<file path="config.mk">
export PLATFORM = sky130hd
export DESIGN_NAME = dac_init_sequencer
export DESIGN_NICKNAME = d
export VERILOG_FILES = /design/src/rtl/dac_seq_pkg.sv /design/src/rtl/dac_seq_timer.sv /design/src/rtl/dac_init_sequencer.sv
export SDC_FILE = /design/constraint.sdc
export NUM_CORES = 1
export LEC_CHECK = 0
export ABC_CLOCK_PERIOD_IN_PS = 2060
export CAP_MARGIN = 5
export CORE_ASPECT_RATIO = 1.75
export CORE_UTILIZATION = 55
export DETAILED_ROUTE_END_ITERATION = 10
export GPL_TIMING_DRIVEN = 0
export PLACE_DENSITY = 0.81
export SYNTH_ARGS = -nofsm -noshare
export SYNTH_HDL_FRONTEND = slang
export SYNTH_SLANG_ARGS = --single-unit
export TNS_END_PERCENT = 1
</file>
<file path="constraint.sdc">
create_clock -name clk12Mhz -period 2.06 [get_ports clk12Mhz]
set_input_delay 0.412 -clock clk12Mhz [delete_from_list [all_inputs] [get_ports clk12Mhz]]
set_output_delay 0.412 -clock clk12Mhz [all_outputs]
set_load 0.005 [all_outputs]
</file>
<file path="src/rtl/dac_seq_pkg.sv">
// Shared definitions for the DAC start-up sequencer: FSM state encoding
// and the width rule used by the loadable phase timer.
package dac_seq_pkg;

  typedef enum logic [2:0] {
    START    = 3'd0,
    DELAY    = 3'd1,
    PULSE_HI = 3'd2,
    GAP      = 3'd3,
    DONE     = 3'd4
  } seq_state_e;

  // Timer width: must hold the longest value ever loaded, which is at most
  // max(PULSE_PERIOD, START_DELAY).
  function automatic int cnt_width(input int period, input int delay);
    int max_v;
    max_v = (period > delay) ? period : delay;
    return $clog2(max_v + 1);
  endfunction

endpackage

</file>
<file path="src/rtl/dac_seq_timer.sv">
// Loadable down-counter shared by the start delay, pulse high time and
// inter-pulse gap. 'done' is high during the last cycle of a loaded
// interval, so the owner changes phase on the edge that ends it.
module dac_seq_timer #(
  parameter int CW = 8
) (
  input  logic          clk12Mhz,
  input  logic          RESET,
  input  logic          load,
  input  logic [CW-1:0] load_val,
  output logic          done
);

  logic [CW-1:0] cnt_r;
  logic          done_r;

  // Count down from the loaded value to zero and hold; done_r anticipates
  // the counter reaching one so it is available registered.
  always_ff @(posedge clk12Mhz) begin
    if (RESET) begin
      cnt_r  <= '0;
      done_r <= 1'b0;
    end else if (load) begin
      cnt_r  <= load_val;
      done_r <= (load_val == CW'(1));
    end else if (cnt_r != '0) begin
      cnt_r  <= cnt_r - CW'(1);
      done_r <= (cnt_r == CW'(2));
    end else begin
      cnt_r  <= cnt_r;
      done_r <= 1'b0;
    end
  end

  assign done = done_r;

endmodule

</file>
<file path="src/rtl/dac_init_sequencer.sv">
// DAC start-up sequencer: after RESET or an accepted re-init request it
// plays N_PULSES init pulses to each DAC channel in turn and raises a
// sticky per-channel ready flag as each channel's train completes.
module dac_init_sequencer
  import dac_seq_pkg::*;
#(
  parameter int N_CH         = 1,
  parameter int N_PULSES     = 3,
  parameter int PULSE_PERIOD = 128,
  parameter int PULSE_WIDTH  = 1,
  parameter int START_DELAY  = 0
) (
  input  logic            clk12Mhz,
  input  logic            RESET,
  input  logic            reinit_req,
  output logic            RESET_out,
  output logic [N_CH-1:0] pulse,
  output logic [N_CH-1:0] DACReadyFlag,
  output logic            all_ready,
  output logic            busy
);

  localparam int            CW    = cnt_width(PULSE_PERIOD, START_DELAY);
  localparam logic [CW-1:0] PW_C  = CW'(PULSE_WIDTH);
  localparam logic [CW-1:0] GAP_C = CW'(PULSE_PERIOD - PULSE_WIDTH);
  localparam logic [CW-1:0] SD_C  = CW'(START_DELAY);

  seq_state_e      state_r;
  logic [2:0]      ch_r;
  logic [3:0]      pidx_r;
  logic            reset_out_r;
  logic [N_CH-1:0] pulse_r;
  logic [N_CH-1:0] flag_r;
  logic            all_ready_r;
  logic            busy_r;

  logic            tmr_load_s;
  logic [CW-1:0]   tmr_val_s;
  logic            tmr_done_s;
  logic            last_pulse_s;
  logic            last_ch_s;
  logic [2:0]      rise_ch_s;
  logic [N_CH-1:0] rise_onehot_s;
  logic [N_CH-1:0] cur_onehot_s;

  assign last_pulse_s = (pidx_r == 4'(N_PULSES - 1));
  assign last_ch_s    = (ch_r == 3'(N_CH - 1));

  // Channel whose pulse rises next: a gap that follows a channel's last
  // pulse hands over to the following channel.
  always_comb begin
    rise_ch_s = ch_r;
    if ((state_r == GAP) && last_pulse_s) begin
      rise_ch_s = ch_r + 3'd1;
    end else begin
      rise_ch_s = ch_r;
    end
  end

  // One-hot decode of the rising channel and of the current channel.
  always_comb begin
    rise_onehot_s = '0;
    cur_onehot_s  = '0;
    for (int i = 0; i < N_CH; i++) begin
      rise_onehot_s[i] = (rise_ch_s == 3'(i));
      cur_onehot_s[i]  = (ch_r == 3'(i));
    end
  end

  // Timer reload decisions, made on the same edge as the phase change.
  always_comb begin
    tmr_load_s = 1'b0;
    tmr_val_s  = '0;
    case (state_r)
      START: begin
        tmr_load_s = 1'b1;
        tmr_val_s  = (START_DELAY == 0) ? PW_C : SD_C;
      end
      DELAY: begin
        if (tmr_done_s) begin
          tmr_load_s = 1'b1;
          tmr_val_s  = PW_C;
        end else begin
          tmr_load_s = 1'b0;
        end
      end
      PULSE_HI: begin
        // The final channel's last pulse goes straight to DONE, no gap.
        if (tmr_done_s && !(last_pulse_s && last_ch_s)) begin
          tmr_load_s = 1'b1;
          tmr_val_s  = GAP_C;
        end else begin
          tmr_load_s = 1'b0;
        end
      end
      GAP: begin
        if (tmr_done_s) begin
          tmr_load_s = 1'b1;
          tmr_val_s  = PW_C;
        end else begin
          tmr_load_s = 1'b0;
        end
      end
      default: begin
        tmr_load_s = 1'b0;
        tmr_val_s  = '0;
      end
    endcase
  end

  dac_seq_timer #(
    .CW(CW)
  ) u_timer (
    .clk12Mhz(clk12Mhz),
    .RESET   (RESET),
    .load    (tmr_load_s),
    .load_val(tmr_val_s),
    .done    (tmr_done_s)
  );

  // Sequencer FSM with its indices and all registered outputs.
  always_ff @(posedge clk12Mhz) begin
    if (RESET) begin
      state_r     <= START;
      ch_r        <= 3'd0;
      pidx_r      <= 4'd0;
      reset_out_r <= 1'b1;
      pulse_r     <= '0;
      flag_r      <= '0;
      all_ready_r <= 1'b0;
      busy_r      <= 1'b0;
    end else begin
      case (state_r)
        START: begin
          reset_out_r <= 1'b0;
          busy_r      <= 1'b1;
          ch_r        <= 3'd0;
          pidx_r      <= 4'd0;
          if (START_DELAY == 0) begin
            state_r <= PULSE_HI;
            pulse_r <= rise_onehot_s;
          end else begin
            state_r <= DELAY;
          end
        end
        DELAY: begin
          if (tmr_done_s) begin
            state_r <= PULSE_HI;
            pulse_r <= rise_onehot_s;
          end
        end
        PULSE_HI: begin
          if (tmr_done_s) begin
            pulse_r <= '0;
            if (last_pulse_s) begin
              // Flag rises as the channel's last pulse falls.
              flag_r      <= flag_r | cur_onehot_s;
              all_ready_r <= &(flag_r | cur_onehot_s);
              if (last_ch_s) begin
                state_r <= DONE;
                busy_r  <= 1'b0;
              end else begin
                state_r <= GAP;
              end
            end else begin
              state_r <= GAP;
            end
          end
        end
        GAP: begin
          if (tmr_done_s) begin
            state_r <= PULSE_HI;
            pulse_r <= rise_onehot_s;
            if (last_pulse_s) begin
              ch_r   <= ch_r + 3'd1;
              pidx_r <= 4'd0;
            end else begin
              pidx_r <= pidx_r + 4'd1;
            end
          end
        end
        DONE: begin
          // Re-init behaves like a one-cycle reset; requests while the
          // sequence runs never reach this state and are dropped.
          if (reinit_req) begin
            state_r     <= START;
            ch_r        <= 3'd0;
            pidx_r      <= 4'd0;
            reset_out_r <= 1'b1;
            flag_r      <= '0;
            all_ready_r <= 1'b0;
            busy_r      <= 1'b0;
            pulse_r     <= '0;
          end
        end
        default: begin
          state_r <= START;
        end
      endcase
    end
  end

  assign RESET_out    = reset_out_r;
  assign pulse        = pulse_r;
  assign DACReadyFlag = flag_r;
  assign all_ready    = all_ready_r;
  assign busy         = busy_r;

endmodule

</file>
==> results.json, run 1 <==
{
  "crit_family": "simple AND/OR/NAND/NOR gates",
  "hold_start": "pulse",
  "die_area_sq_um": 2640,
  "arrival_ns": 2.08,
  "crit_required_ns": 2.22,
  "hold_viol_final": 0,
  "r2r-start": "u_timer.cnt_r[2]",
  "cts_max_level": 1,
  "crit_chain": "or4_4 -> or4b_4 -> o31ai_1 -> a21oi_1",
  "fp.dieH_um": 67.3,
  "grt_pass1_vias": 1241,
  "antenna_found_initial": 0,
  "startpoint_type": "register",
  "start_util_pct": 58.2,
  "synth_seq_cells": 23,
  "vias": 1219,
  "dp_cells": 188,
  "clock-sinks": 23,
  "grt_usage_pct": 28.8,
  "setup_viol_count_final": 0,
  "grt_pass1_wl_um": 5350,
  "ys.warnings.count": 0,
  "synth_top_flop_cell": "dfxtp_1",
  "final_common_cell": "dfxtp_1",
  "cts_tree": "yes",
  "critPathCaptureType": "register",
  "die_w_um": 39.3,
  "grt_max_degree": 13,
  "place_hpwl_um": 2370,
  "drive_gt1_share_pct": 8.98,
  "num_rows": 23,
  "critical-path-max-stage-delay_ns": 0.57,
  "syn_nets": 166,
  "max_freq_mhz": 520,
  "drc_errors": 0,
  "io_pins": 8,
  "synth-seq-area-share_pct": 34.4,
  "gp_congestion": 0.895,
  "syn_to_final_growth_pct": 11.4,
  "crit_type": "reg2reg",
  "numPortBuffers": 7,
  "clock_skew_ns": 0.00369,
  "detail-route-antenna-nets": 0,
  "cts_hold_buf": 0,
  "synth-edff-count": 0,
  "tightest_slew_ns": 0.520,
  "finalPower_mw": 1.64,
  "status": "finished, final reports clean",
  "num_antenna_cells": 0,
  "vdd_drop_max_mv": 0.592,
  "final_cells": 192,
  "critPathBufInv": 0,
  "synth.avg_cell_area_sq_um": 8.58,
  "path_max_fanout": 5,
  "final_cell_mix": "dfxtp_1, a21oi_1, nor2_1",
  "fin_nets": 178,
  "clk_pin_slew_ns": 0.08,
  "slew_headroom_pct": 65.0,
  "setup.worst_path.start": "u_timer.cnt_r[2]",
  "ys_types": 49,
  "first_iter_violations": 60,
  "post-route-min-period_ns": 1.92,
  "cap_violations": 0,
  "hold_path.class": "reg2reg",
  "drv_slew": 0,
  "cts_resized": 0,
  "postSynth.asyncResetShare_pct": 0,
  "leakagePower_nw": 0.550,
  "numCtsBuffers": 3,
  "fin_util_pct": 64.8,
  "drt-wirelength-per-cell_um": 16.5,
  "clk_path_buf_depth": 2,
  "post-cts-setup-buffer-count": 0,
  "cts_root_buffer": "clkbuf_8",
  "syn-cell-area_sq_um": 1340,
  "grt.overflow.total": 0,
  "slowest_stage": "or4_4",
  "drt_pass1_iterations": 4,
  "clkLatencyLatePin_ns": 0.27,
  "vias_per_cell": 6.35,
  "power_density_nw_per_um2": 1100,
  "wl_um": 3170,
  "syn_inst": 156,
  "layout_worst_path_cycle_share_pct": 93.4,
  "core_sq_um": 2300
}
-- flip-flops by register name (all words and copies together), names as in the netlist --
| signal | count |
|---|---|
| ch_r | 3 |
| u_timer.cnt_r | 8 |
| pulse | 1 |
| all_ready | 1 |
| state_r | 3 |
| pidx_r | 4 |
| busy | 1 |
| RESET_out | 1 |
| u_timer.done | 1 |
-- worst reg2reg max path, cell delays in order (launching register included) --
cell     delay (ns)
dfxtp_1        0.35
or4_4          0.57
or4b_4         0.57
o31ai_1        0.24
a21oi_1        0.06
-- routing by layer --
| metal | wire length (um) | share of wire [%] | track usage, % | vias up |
|---|---|---|---|---|
| li1 | - | - | - | 602 |
| met1 | 1180 | 37 | 27.9 | 574 |
| met2 | 1820 | 57 | 53.8 | 29 |
| met3 | 58 | 1.8 | 2.96 | 14 |
| met4 | 109 | 3.4 | 17.7 | 0 |
| met5 | 0 | 0 | 0 | - |
-- final timing paths --
| path | to | slack [ns] | cells after the start |
|---|---|---|---|
| max | u_timer.cnt_r[1] | 0.14 | 4 |
| min | pulse | 0.48 | 2 |
| max reg2reg | u_timer.cnt_r[1] | 0.14 | 4 |
| min reg2reg | pulse | 0.48 | 2 |
-- final cells by class --
class                   count  area, sq um
inverters                   8         30.0
clock buffers               4         45.0
repair buffers              7         70.1
fillers                   223          811
multi-input cells         120          822
well taps                  25         31.3
flip-flops and latches     23          460
plain buffers               5         32.5
-- power by group --
part / total (mW) / internal, mW / switching [mW]
combinational: 0.728 / 0.326 / 0.402
sequential: 0.616 / 0.527 / 0.0892
clock: 0.291 / 0.139 / 0.152
-- cell families (layout without fill, tap and decap cells) --
group           count (synthesis)  in the layout  share of synthesized area (%)
flops                          23             23                           34.4
xor+xnor                        4              4                           2.62
fa+ha+maj                       7              7                           6.54
buf+inv                        13             24                           4.67
simple gates                   55             55                           23.8
compound gates                 53             53                           27.2
mux                             1              1                          0.748
-- Yosys cell counts, types with 2 or more instances --
cell / count / area share, %
dfxtp_1: 23 / 34
and2b_2: 2 / 1.3
a21o_1: 4 / 2.2
nand2b_1: 2 / 0.93
ha_1: 7 / 6.5
a221oi_1: 2 / 1.3
clkbuf_1: 3 / 0.84
nor2b_1: 2 / 0.93
a21oi_1: 21 / 7.9
o211ai_1: 2 / 1.1
inv_1: 8 / 2.2
o21ai_0: 7 / 2.6
nand2_1: 7 / 2.0
o21a_1: 2 / 1.1
nand3b_1: 3 / 1.7
nand3_1: 7 / 2.6
nor3_1: 9 / 3.4
o31ai_1: 3 / 1.7
nor2_1: 10 / 2.8
xor2_1: 3 / 2.0
-- stage by stage --
| stage | hold WS [ns] | TNS [ns] | setup WS (ns) | area (sq um) |
|---|---|---|---|---|
| final | 0.482 | 0 | 0.136 | 1490 |
| after global routing | 0.515 | -0.00159 | -0.00159 | 1490 |
| after CTS | 0.492 | 0 | 0.105 | 1490 |
| after detailed placement | 0.478 | 0 | 0.127 | 1440 |
| after global placement | 0.464 | 0 | 0.180 | 1440 |
| after floorplan | 0.459 | 0 | 0.265 | 1340 |
No activity file was read; power rests on OpenSTA's default activity.
==> run 2: changes to the inputs <==
--- a/config.mk
+++ b/config.mk
@@ -5,13 +5,13 @@
 export SDC_FILE = /design/constraint.sdc
 export NUM_CORES = 1
 export LEC_CHECK = 0
-export ABC_CLOCK_PERIOD_IN_PS = 2060
+export ABC_CLOCK_PERIOD_IN_PS = 2300
 export CAP_MARGIN = 5
 export CORE_ASPECT_RATIO = 1.75
-export CORE_UTILIZATION = 55
+export CORE_UTILIZATION = 45
 export DETAILED_ROUTE_END_ITERATION = 10
 export GPL_TIMING_DRIVEN = 0
-export PLACE_DENSITY = 0.81
+export PLACE_DENSITY = 0.69
 export SYNTH_ARGS = -nofsm -noshare
 export SYNTH_HDL_FRONTEND = slang
 export SYNTH_SLANG_ARGS = --single-unit
==> constraint.sdc (replaced) <==
create_clock -name clk12Mhz -period 2.3 [get_ports clk12Mhz]
set_input_delay 0.46 -clock clk12Mhz [delete_from_list [all_inputs] [get_ports clk12Mhz]]
set_output_delay 0.46 -clock clk12Mhz [all_outputs]
set_load 0.005 [all_outputs]
==> run 2 against run 1 <==
Final area is 0.25% lower; via count is 1.8% lower; fmax is 1.8% lower; clock power is 16% lower; cell count is 1.0% higher; count of clock-buffer cells in the layout stayed put; wire length is 6.0% lower; core utilization is 11 points lower; sequential power is 11% lower; critical path type unchanged.
==> results.json, run 2 (synthesis gave the netlist of run 1 again) <==
{
  "tightest_slew_ns": 0.604,
  "numPortBuffers": 7,
  "cts_tree": "yes",
  "vias_per_cell": 6.17,
  "grt_usage_pct": 20.7,
  "arrival_ns": 2.12,
  "cap_violations": 0,
  "use_met1_pct": 21.9,
  "drt_pass1_iterations": 4,
  "detail-route-antenna-nets": 0,
  "path_max_fanout": 7,
  "die_w_um": 43.2,
  "clkLatencyLatePin_ns": 0.26,
  "vias": 1197,
  "timing.setup.tns_ns": 0,
  "r2r_setup_slack_ns": 0.34,
  "drive_gt1_share_pct": 8.98,
  "vdd_drop_max_mv": 0.493,
  "grt_max_degree": 13,
  "sw_frac_of_total_pct": 37.9,
  "r2r-end": "u_timer.done",
  "netSwitchingPower_uw": 540,
  "post-cts-setup-buffer-count": 0,
  "worst_hold_path.num_cells": 2,
  "whs_endpoint": "pulse",
  "place_hpwl_um": 2280,
  "cts_hold_buf": 0,
  "leakagePower_nw": 0.553,
  "final_cell_mix": "dfxtp_1, a21oi_1, nor2_1",
  "clk_path_buf_depth": 2,
  "hold_viol_final": 0,
  "clock-sinks": 23,
  "core_sq_um": 2750,
  "start_util_pct": 48.6,
  "use_met2_pct": 38.8,
  "syn_to_final_growth_pct": 11.1,
  "post-route-min-period_ns": 1.96,
  "rsz0062_at_grt": "false",
  "use_met3_pct": 2.67,
  "status": "finished, final reports clean",
  "clk_pin_slew_ns": 0.08,
  "grt_pass1_vias": 1179,
  "busiest_layer": "met2",
  "hold_start": "pulse",
  "crit_required_ns": 2.46,
  "pwr-share-seq_pct": 38.6,
  "num_rows": 25,
  "largest_reg_flops": 8,
  "die_area_sq_um": 3210,
  "grt_pass1_wl_um": 5120,
  "critPathCaptureType": "register",
  "reg2reg_depth": 6,
  "fin_nets": 178,
  "hold_path.class": "reg2reg",
  "drc_errors": 0,
  "r2r-start": "pidx_r[0]",
  "p_int_uw": 886,
  "p_clk_share_pct": 17.0,
  "max_freq_mhz": 510,
  "power_density_nw_per_um2": 959,
  "startpoint_type": "register",
  "dpl_cell_area_sq_um": 1440,
  "numCtsBuffers": 3,
  "fp.dieH_um": 74.2,
  "antenna_found_initial": 0,
  "wl_um": 2980,
  "grt.overflow.total": 0,
  "reg_top3": "u_timer.cnt_r (8), pidx_r (4)",
  "num_antenna_cells": 0,
  "cts_resized": 0,
  "slew_headroom_pct": 59.5,
  "final_common_cell": "dfxtp_1",
  "clock_skew_ns": 0.00898,
  "largest-register": "u_timer.cnt_r",
  "drt-wirelength-per-cell_um": 15.4,
  "drv_slew": 0,
  "pwr-share-comb_pct": 44.4,
  "finish.instance_area_sq_um": 1490,
  "crit_type": "reg2reg",
  "gp_congestion": 0.880,
  "setup_viol_count_final": 0,
  "layout_worst_path_cycle_share_pct": 85.2,
  "first_iter_violations": 41,
  "finalPower_mw": 1.43,
  "cts_max_level": 1,
  "io_pins": 8,
  "cts_root_buffer": "clkbuf_8"
}
[run 2: cell counts in the layout (fill, tap and decap cells not counted)]
Identical to the previous run, type by type.
[run 2: metal layers]
metal  routed length [um]  vias to the layer above  part of all wire, %
met3                   91                        2                  3.1
li1                     -                      604                    -
met4                   26                        0                 0.87
met5                    0                        -                    0
met2                 1660                       32                   56
met1                 1210                      559                   40
[run 2: worst max-delay path by stage]
| stage | startpoint | end | slack [ns] | cells past startpoint |
|---|---|---|---|---|
| finish | pidx_r[0] | u_timer.done | 0.34 | 6 |
| global route | pidx_r[0] | u_timer.done | 0.19 | 6 |
| CTS | pidx_r[0] | u_timer.done | 0.34 | 6 |
| detailed placement | pidx_r[0] | u_timer.done | 0.37 | 6 |
| global placement | pidx_r[0] | u_timer.done | 0.36 | 6 |
| floorplan | u_timer.cnt_r[2] | u_timer.cnt_r[1] | 0.51 | 4 |
[run 2: metrics by stage]
step / util [%] / hold slack, ns / cells / setup WS (ns)
final: 54.0 / 0.488 / 194 / 0.340
after CTS: 54.0 / 0.492 / 194 / 0.343
after detailed placement: 52.4 / 0.475 / 190 / 0.373
after floorplan: - / 0.459 / 156 / 0.505
after global routing: 54.0 / 0.518 / 194 / 0.188
after global placement: 52.4 / 0.473 / 190 / 0.357
[run 2: power groups by stage]
stage	combinational, mW	sequential (mW)	clock, mW
floorplan	0.499	0.541	0
global placement	0.617	0.557	0
detailed placement	0.629	0.559	0
CTS	0.633	0.550	0.253
global route	0.707	0.562	0.263
finish	0.633	0.550	0.243
[run 2: cell type report]
cell class | instances | area, sq um
Buffer | 5 | 32.5
Fill cell | 265 | 1260
Inverter | 8 | 30.0
Timing Repair Buffer | 7 | 70.1
Clock buffer | 4 | 45.0
Sequential cell | 23 | 460
Multi-Input combinational cell | 120 | 816
Tap cell | 27 | 33.8
[run 2: critical path, cell delays in order (launching register included)]
cell and delay (ns):
dfxtp_1 0.34, inv_1 0.08, ha_1 0.16, nor3b_2 0.52, a311o_1 0.44, o41ai_1 0.13, and3_1 0.19
